--- config.mk ---
export PLATFORM = sky130hd
export DESIGN_NAME = mem_port_arbiter
export DESIGN_NICKNAME = d
export VERILOG_FILES = /design/src/rtl/mem_arb_pkg.sv /design/src/rtl/mem_arb_perf_cnt.sv /design/src/rtl/mem_port_arbiter.sv
export SDC_FILE = /design/constraint.sdc
export NUM_CORES = 1
export LEC_CHECK = 0
export ABC_CLOCK_PERIOD_IN_PS = 2130
export CAP_MARGIN = 20
export CELL_PAD_IN_SITES_DETAIL_PLACEMENT = 1
export CELL_PAD_IN_SITES_GLOBAL_PLACEMENT = 1
export CORE_ASPECT_RATIO = 0.9
export CORE_UTILIZATION = 31
export CTS_BUF_LIST = sky130_fd_sc_hd__clkbuf_8
export CTS_CLUSTER_SIZE = 25
export DETAILED_ROUTE_END_ITERATION = 12
export MAX_ROUTING_LAYER = met4
export PLACE_DENSITY = 0.82
export RECOVER_POWER = 50
export SLEW_MARGIN = 20
export SYNTH_ARGS = -nofsm -noshare
export SYNTH_HDL_FRONTEND = slang
export SYNTH_SLANG_ARGS = --single-unit
--- constraint.sdc ---
create_clock -name clk -period 2.13 [get_ports clk]
set_input_delay 0.3195 -clock clk [delete_from_list [all_inputs] [get_ports clk]]
set_output_delay 0.3195 -clock clk [all_outputs]
set_load 0.02 [all_outputs]
--- src/rtl/mem_arb_pkg.sv ---
// Shared encodings for the unified memory-port arbiter: FSM states and requester IDs.
package mem_arb_pkg;

  typedef enum logic [1:0] {
    IDLE   = 2'd0,
    I_BUSY = 2'd1,
    D_BUSY = 2'd2
  } arb_state_e;

  typedef enum logic {
    REQ_IF = 1'b0,
    REQ_DM = 1'b1
  } req_id_e;

  localparam int unsigned PERF_CNT_W = 32;

endpackage

--- src/rtl/mem_arb_perf_cnt.sv ---
// Grant and stall-cycle counters for the memory-port arbiter (built only with ARB_PERF_CNT_EN).
module mem_arb_perf_cnt
  import mem_arb_pkg::*;
(
  input  logic                  clk,
  input  logic                  rst,
  input  logic                  if_grant,
  input  logic                  dm_grant,
  input  logic                  stall,
  output logic [PERF_CNT_W-1:0] perf_if_grants,
  output logic [PERF_CNT_W-1:0] perf_dm_grants,
  output logic [PERF_CNT_W-1:0] perf_stall_cycles
);

  // Counters wrap naturally at 2^32.
  always_ff @(posedge clk or negedge rst) begin
    if (!rst) begin
      perf_if_grants    <= '0;
      perf_dm_grants    <= '0;
      perf_stall_cycles <= '0;
    end else begin
      if (if_grant) perf_if_grants    <= perf_if_grants + PERF_CNT_W'(1);
      if (dm_grant) perf_dm_grants    <= perf_dm_grants + PERF_CNT_W'(1);
      if (stall)    perf_stall_cycles <= perf_stall_cycles + PERF_CNT_W'(1);
    end
  end

endmodule

--- src/rtl/mem_port_arbiter.sv ---
// Arbitrates IF and MEM accesses onto one valid/ready memory port and drives pipeline stalls.
// Optional perf counters are built when ARB_PERF_CNT_EN is defined.
module mem_port_arbiter
  import mem_arb_pkg::*;
#(
  parameter int ADDR_W          = 32,
  parameter int DATA_W          = 32,
  parameter int MAX_DATA_STREAK = 4
) (
  input  logic                clk,
  input  logic                rst,
  input  logic                if_req,
  input  logic [ADDR_W-1:0]   if_addr,
  output logic [DATA_W-1:0]   if_rdata,
  output logic                if_ack,
  input  logic                dm_req,
  input  logic                dm_we,
  input  logic [ADDR_W-1:0]   dm_addr,
  input  logic [DATA_W-1:0]   dm_wdata,
  input  logic [DATA_W/8-1:0] dm_wstrb,
  output logic [DATA_W-1:0]   dm_rdata,
  output logic                dm_ack,
  output logic                mem_req,
  output logic                mem_we,
  output logic [ADDR_W-1:0]   mem_addr,
  output logic [DATA_W-1:0]   mem_wdata,
  output logic [DATA_W/8-1:0] mem_wstrb,
  input  logic [DATA_W-1:0]   mem_rdata,
  input  logic                mem_ready,
  output logic                stall_if,
  output logic                stall_mem
`ifdef ARB_PERF_CNT_EN
  ,
  output logic [PERF_CNT_W-1:0] perf_if_grants,
  output logic [PERF_CNT_W-1:0] perf_dm_grants,
  output logic [PERF_CNT_W-1:0] perf_stall_cycles
`endif
);

  localparam int STRB_W   = DATA_W / 8;
  localparam int STREAK_W = $clog2(MAX_DATA_STREAK + 1);
  localparam logic [STREAK_W-1:0] STREAK_MAX = STREAK_W'(MAX_DATA_STREAK);

  function automatic logic [STREAK_W-1:0] streak_sat_inc(input logic [STREAK_W-1:0] v);
    return (v == STREAK_MAX) ? v : v + STREAK_W'(1);
  endfunction

  arb_state_e            state_q, state_d;
  logic [STREAK_W-1:0]   streak_q;
  logic                  if_ack_q, dm_ack_q;
  logic                  if_live, dm_live;
  logic                  grant_if, grant_dm;
  req_id_e               gnt_id;
  logic                  done;

  // A requester is invisible in its own ack cycle so a held req is not re-issued.
  assign if_live = if_req & ~if_ack_q;
  assign dm_live = dm_req & ~dm_ack_q;
  assign done    = (state_q != IDLE) & mem_ready;

  always_comb begin
    state_d  = state_q;
    grant_if = 1'b0;
    grant_dm = 1'b0;
    gnt_id   = REQ_IF;
    case (state_q)
      IDLE: begin
        if (dm_live && (!if_live || streak_q != STREAK_MAX)) begin
          grant_dm = 1'b1;
          gnt_id   = REQ_DM;
          state_d  = D_BUSY;
        end else if (if_live) begin
          grant_if = 1'b1;
          state_d  = I_BUSY;
        end
      end
      I_BUSY, D_BUSY: if (mem_ready) state_d = IDLE;
      default: state_d = IDLE;
    endcase
  end

  // Control: state, streak, ack pulses
  always_ff @(posedge clk or negedge rst) begin
    if (!rst) begin
      state_q  <= IDLE;
      streak_q <= '0;
      if_ack_q <= 1'b0;
      dm_ack_q <= 1'b0;
    end else begin
      state_q  <= state_d;
      if_ack_q <= done & (state_q == I_BUSY);
      dm_ack_q <= done & (state_q == D_BUSY);
      if (grant_if)
        streak_q <= '0;
      else if (grant_dm && if_req)
        streak_q <= streak_sat_inc(streak_q);
    end
  end

  // Payload latched at grant, read data captured on completion
  always_ff @(posedge clk or negedge rst) begin
    if (!rst) begin
      mem_we    <= 1'b0;
      mem_addr  <= '0;
      mem_wdata <= '0;
      mem_wstrb <= '0;
      if_rdata  <= '0;
      dm_rdata  <= '0;
    end else begin
      if (grant_if || grant_dm) begin
        mem_addr  <= (gnt_id == REQ_DM) ? dm_addr : if_addr;
        mem_we    <= (gnt_id == REQ_DM) & dm_we;
        mem_wdata <= (gnt_id == REQ_DM) ? dm_wdata : '0;
        mem_wstrb <= (gnt_id == REQ_DM) ? dm_wstrb : STRB_W'(0);
      end
      if (done && state_q == I_BUSY)
        if_rdata <= mem_rdata;
      if (done && state_q == D_BUSY && !mem_we)
        dm_rdata <= mem_rdata;
    end
  end

  assign mem_req   = (state_q != IDLE);
  assign if_ack    = if_ack_q;
  assign dm_ack    = dm_ack_q;
  assign stall_if  = if_req & ~if_ack_q;
  assign stall_mem = dm_req & ~dm_ack_q;

`ifdef ARB_PERF_CNT_EN
  mem_arb_perf_cnt u_perf_cnt (
    .clk               (clk),
    .rst               (rst),
    .if_grant          (grant_if),
    .dm_grant          (grant_dm),
    .stall             (stall_if | stall_mem),
    .perf_if_grants    (perf_if_grants),
    .perf_dm_grants    (perf_dm_grants),
    .perf_stall_cycles (perf_stall_cycles)
  );
`endif

endmodule

# == Word level (Yosys, flattened, before mapping) ==
# Cells that the tools add are included.
# word_totals
ff_bits,140
in_bits,138
output_inout_bits,138
elab_cells,56
# op_classes
n_addsub,1
eq_ne,7
muxes,15
bitwise,8
n_reduce_logical,15
# ops
operator,count
$mux W32,2
$mux W3,3
$and A1 B1 Y1,6
$mux W2,3
$ne A3 B3 Y1 const B,2
$logic_and A1 B1 Y1,5
$mux W1,5
$mux W4,1
$ne A2 B2 Y1 const B,2
$pmux W2 S2,1
$reduce_and A2 Y1,2
$reduce_bool A2 Y1,2
$add A3 B1 Y3 const B,1
$eq A3 B3 Y1 const B,1
$eq A2 B1 Y1 const B,1
$eq A2 B2 Y1 const B,1
$logic_not A1 Y1,2
$logic_not A2 Y1,1
$logic_or A1 B1 Y1,2
$not A1 Y1,2
$reduce_or A2 Y1,1

# == Logic depth before layout (Yosys ltp) ==
# Gate-level depths: netlist (run 1).
# depth
depth_word,10
mapped_depth,8
mapped_depth_nobuf,6

# == Worst setup path after synthesis (run 1) ==
# No wires, ideal clock.
# synth_path
path_kind,flip-flop to flip-flop
startpoint,reg state_q[0]
endpoint,reg dm_rdata[21]
setup_ps,125
arrival_ps,1681
required_ps,2005
slack_ps,325
path_stages_with_launch,9
n_path_buf,2
period_less_slack_ps,1805
path_cell_list,dfrtp_1 -> inv_1 -> ha_1 -> nor2b_1 -> and2_4 -> nor2b_1 -> buf_6 -> buf_6 -> mux2_2
# synth_between
elab_chain_cells,4
word_cells_on_any_way,5
classes_between,1 x eq/ne; 1 x bitwise; 3 x reduce/logical
# synth_rtl
element,line,source
start: declaration,mem_port_arbiter.sv:48,"arb_state_e state_q, state_d;"
start signal: assignment,mem_port_arbiter.sv:90,state_q <= state_d;
$reduce_bool A2 Y1,mem_port_arbiter.sv:59,assign done = (state_q != IDLE) & mem_ready;
$and A1 B1 Y1,mem_port_arbiter.sv:59,
$logic_and A1 B1 Y1 * (2 in a row),mem_port_arbiter.sv:118,if (done && state_q == D_BUSY && !mem_we)
end signal: assignment,mem_port_arbiter.sv:119,dm_rdata <= mem_rdata;
end: declaration,mem_port_arbiter.sv:21,"output logic [DATA_W-1:0] dm_rdata,"
# Every way passes the cells marked *; elsewhere a longest branch is shown, timed or not.
# A chain may end at the register's enable or synchronous reset.

# == Worst setup path after layout (run 1) ==
# layout_path
startpoint,reg if_ack_q (netlist: if_ack)
endpoint,out stall_if
# layout_between
elab_chain_cells,2
# layout_rtl
element,line,source
start: declaration,mem_port_arbiter.sv:50,"logic if_ack_q, dm_ack_q;"
start signal: assignment,mem_port_arbiter.sv:91,if_ack_q <= done & (state_q == I_BUSY);
$not A1 Y1,mem_port_arbiter.sv:126,assign stall_if = if_req & ~if_ack_q;
$and A1 B1 Y1,mem_port_arbiter.sv:126,
end: declaration,mem_port_arbiter.sv:30,"output logic stall_if,"
# Every way passes these cells.

==> flow_metrics.env, run 1 <==
export IMPL_status="completed"
export IMPL_skew_ns=0.0163
export IMPL_core_area_um2=17000
export IMPL_synthMuxAreaShare_pct=13.3
export IMPL_crit_family="buffers and inverters"
export IMPL_cp_slowest_cell="clkdlybuf4s50_1"
export IMPL_maxCapViolCount=0
export IMPL_ir_worst_vdd_v=0.000859
export IMPL_synth_seq_area_share_pct=64.7
export IMPL_cp_startpoint="if_ack"
export IMPL_cts_root_buf="clkbuf_8"
export IMPL_fin_nets=837
export IMPL_p_leak_nw=3.85
export IMPL_synth_avg_cell_area_um2=13.3
export IMPL_critical_path_max_stage_delay_ns=0.66
export IMPL_p_per_area_nw_per_um2=1580
export IMPL_drt_pass1_iter_count=4
export IMPL_syn2layout_area_growth_pct=65.8
export IMPL_rows=45
export IMPL_design_area_um2=8980
export IMPL_ys_flop_type="dfrtp_1"
export IMPL_reg2reg_from="state_q[0]"
export IMPL_fmax_mhz=499
export IMPL_finalCritPeriodShare_pct=94.1
export IMPL_place_inst=909
export IMPL_post_cts_setup_buffers=0
export IMPL_detail_route_vias_per_cell=4.78
export IMPL_syn_area_um2=5420
export IMPL_die_height_um=127
export IMPL_slew_limit_headroom_pct=8.91
export IMPL_synth_fa_ha_area_share_pct=1.16
export IMPL_gr_usage_all_layers_pct=20.9
export IMPL_clock_sinks=140
export IMPL_yosys_area_share_xor_xnor_pct=0
export IMPL_synth_edff_count=0
export IMPL_min_period_ns=2.00
export IMPL_globalplace_congestion=0.777
export IMPL_worst_pin_slew_ns=1.37
export IMPL_cts_tree="built"
export IMPL_worstPathArrival_ns=1.69
export IMPL_start_util_pct=31.8
export IMPL_yosys_register_bits=140
export IMPL_hold_class="in2reg"
export IMPL_worstPathRequired_ns=1.81
export IMPL_synth_cell_types=26
export IMPL_yosys_area_share_simple_pct=6.52
export IMPL_setup_viol=0
export IMPL_comb_power_share_pct=49.1
export IMPL_grt_pass1_wl_um=27700
export IMPL_cp_max_fo=4
export IMPL_final_cell_mix="clkdlybuf4s50_1 (224), dfrtp_1 (140), nor2_1 (66), mux2_2 (61), dlygate4sd3_1 (49)"
export IMPL_switching_share_pct=38.0
export IMPL_cts_max_level=4
export IMPL_clkPwrFrac_pct=17.7
export IMPL_final_util_pct=52.8
export IMPL_hold_start="dm_addr[23]"
export IMPL_setup_tns_final_ns=0
export IMPL_p_int_mw=8.78
export IMPL_place_area_um2=8520
export IMPL_die_w_um=141
export IMPL_critPathKind="reg2out"
export IMPL_cp_start_kind="flop"
export IMPL_endpoint_kind="primary output"
export IMPL_grt_pass1_vias=4981
export IMPL_port_buffers=275
export IMPL_cp_num_buf_inv=1
export IMPL_grt_overflow=0
export IMPL_p_seq_share_pct=33.2
export IMPL_cts_buffer_depth=2
export IMPL_first_iter_violations=185
export IMPL_async_flop_share_pct=100
export IMPL_diodes=0
export IMPL_ff2ff_path_depth=7
export IMPL_layout_commonest_cell="clkdlybuf4s50_1"
export IMPL_ys_warn_count=0
export IMPL_drtAntennaViolNets=0
export IMPL_hold_viol_final=0
export IMPL_power_switching_mw=5.38
export IMPL_grt_max_degree=53
export IMPL_crit_chain="nor2b_1 > clkdlybuf4s50_1"
export IMPL_drc=0
export IMPL_syn_inst=406
export IMPL_clk_latency_ns=0.44
export IMPL_stdcell_count=942
export IMPL_cts_clk_slew_worst_paths_ns=0.09
export IMPL_syn_num_nets=549
export IMPL_layout_drive_gt1_share_pct=15.8
export IMPL_finalWirelength_um=17800
export IMPL_finalMaxSlewViolations=0
export IMPL_die_area_um2=18000
export IMPL_rsz0062_at_grt="false"
export IMPL_cp_num_cells=2
export IMPL_dpl_hpwl_um=13100
export IMPL_multiInputGateArea_um2=1750
export IMPL_cts_made_buffers=17
export IMPL_seq_area_um2=3500
export IMPL_hold_depth=3
export IMPL_routedWlPerCell_um=18.9
export IMPL_synth_compound_gate_area_share_pct=11.3
export IMPL_ioPinCount=276
export IMPL_synth_top_family_by_area="multiplexers"
export IMPL_antenna_found_initial=0
export IMPL_num_vias=4507
export IMPL_fillers=1744
export IMPL_total_power_mw=14.2
[routing by layer]
layer	part of all wire, %	vias up	global-route usage [%]	wire (um)
li1	-	2026	-	-
met1	40	2274	23.9	7050
met2	51	184	35.3	9160
met3	7.1	23	5.96	1260
met4	2.0	0	7.10	352
met5	0	-	-	0
[power groups by stage]
stage	Combinational, mW	Clock [mW]	Sequential (mW)
finish	6.96	2.50	4.70
floorplan	1.98	0	6.19
global route	7.38	2.70	4.87
global placement	6.98	0	4.65
detailed placement	7.17	0	4.77
CTS	7.21	2.58	4.73
[cells in the mapped netlist (2+ instances only)]
library cell	instances	area [um^2]
and2_1	2	12.5
buf_2	14	70.1
dfrtp_1	140	3500
clkbuf_1	6	22.5
o22ai_1	33	206
nor2b_1	3	18.8
a31oi_1	2	12.5
a21oi_1	3	15.0
mux2_1	3	33.8
o2bb2ai_1	2	17.5
a22o_1	37	324
nand3_1	4	20.0
buf_6	4	45.0
nor2_1	66	248
mux2_2	61	687
nand2b_1	2	12.5
o21a_1	2	15.0
inv_1	7	26.3
nand2_1	4	15.0
ha_1	5	62.6
[stage by stage]
step           hold WS [ns]  setup slack [ns]
2_1_floorplan        0.0239             0.325
3_3_place_gp          0.304             0.138
3_5_place_dp          0.320             0.111
4_1_cts               0.400            0.0827
5_1_grt               0.458            0.0203
6_report              0.467             0.125
[worst paths after layout]
kind / slack [ns] / endpoint
max: 0.13 / stall_if
max reg2reg: 0.22 / dm_rdata[23]
min: 0.47 / mem_addr[23]
max in group asynchronous: 0.30 / mem_addr[3]
min reg2reg: 0.50 / dm_rdata[29]
min in group asynchronous: 0.75 / mem_wdata[9]
[state kept, by name (all words and copies together) (netlist names)]
| signal | count |
|---|---|
| streak_q | 3 |
| mem_addr | 32 |
| state_q | 2 |
| if_rdata | 32 |
| dm_rdata | 32 |
| dm_ack | 1 |
| mem_wstrb | 4 |
| mem_we | 1 |
| mem_wdata | 32 |
| if_ack | 1 |
[logic make-up (layout without fill, tap and decap cells)]
logic type                 after synthesis  in the layout
buffers and inverters                   31            332
adders and majority gates                5              5
AOI/OAI and AO/OA                       82             82
DFF                                    140            140
muxes                                   64             64
and+or+nand+nor                         84             84
[layout make-up]
cell class              instances  share of cell area [%]
clock inverters                14                    2.42
well taps                     235                    3.27
flip-flops and latches        140                    39.0
multi-input cells             235                    19.5
repair buffers                293                    32.7
clock buffers                  18                    2.76
inverters                       7                   0.293
[worst register-to-register path, delay by kind of cell, from the launching register on]
family	cells	cell delay (ns)
simple gates	3	0.51
fa+ha+maj	1	0.23
mux	1	0.38
buf+inv	2	0.29
flops	1	0.38
[what timing repair did]
item | 4_1_cts | 5_1_grt
gates resized for setup | 2 | 0
endpoints found under the setup margin | 2 | 0
hold buffers | 1 | 0
endpoints found under the hold margin | 50 | 0
Note: power is estimated with default switching activity, not from simulation.
==> inputs of run 2 (changes only) <==
- CAP_MARGIN: 20 -> 30
==> results of run 2 <==
Final layout, timing and power as in run 1 (identical DEF).
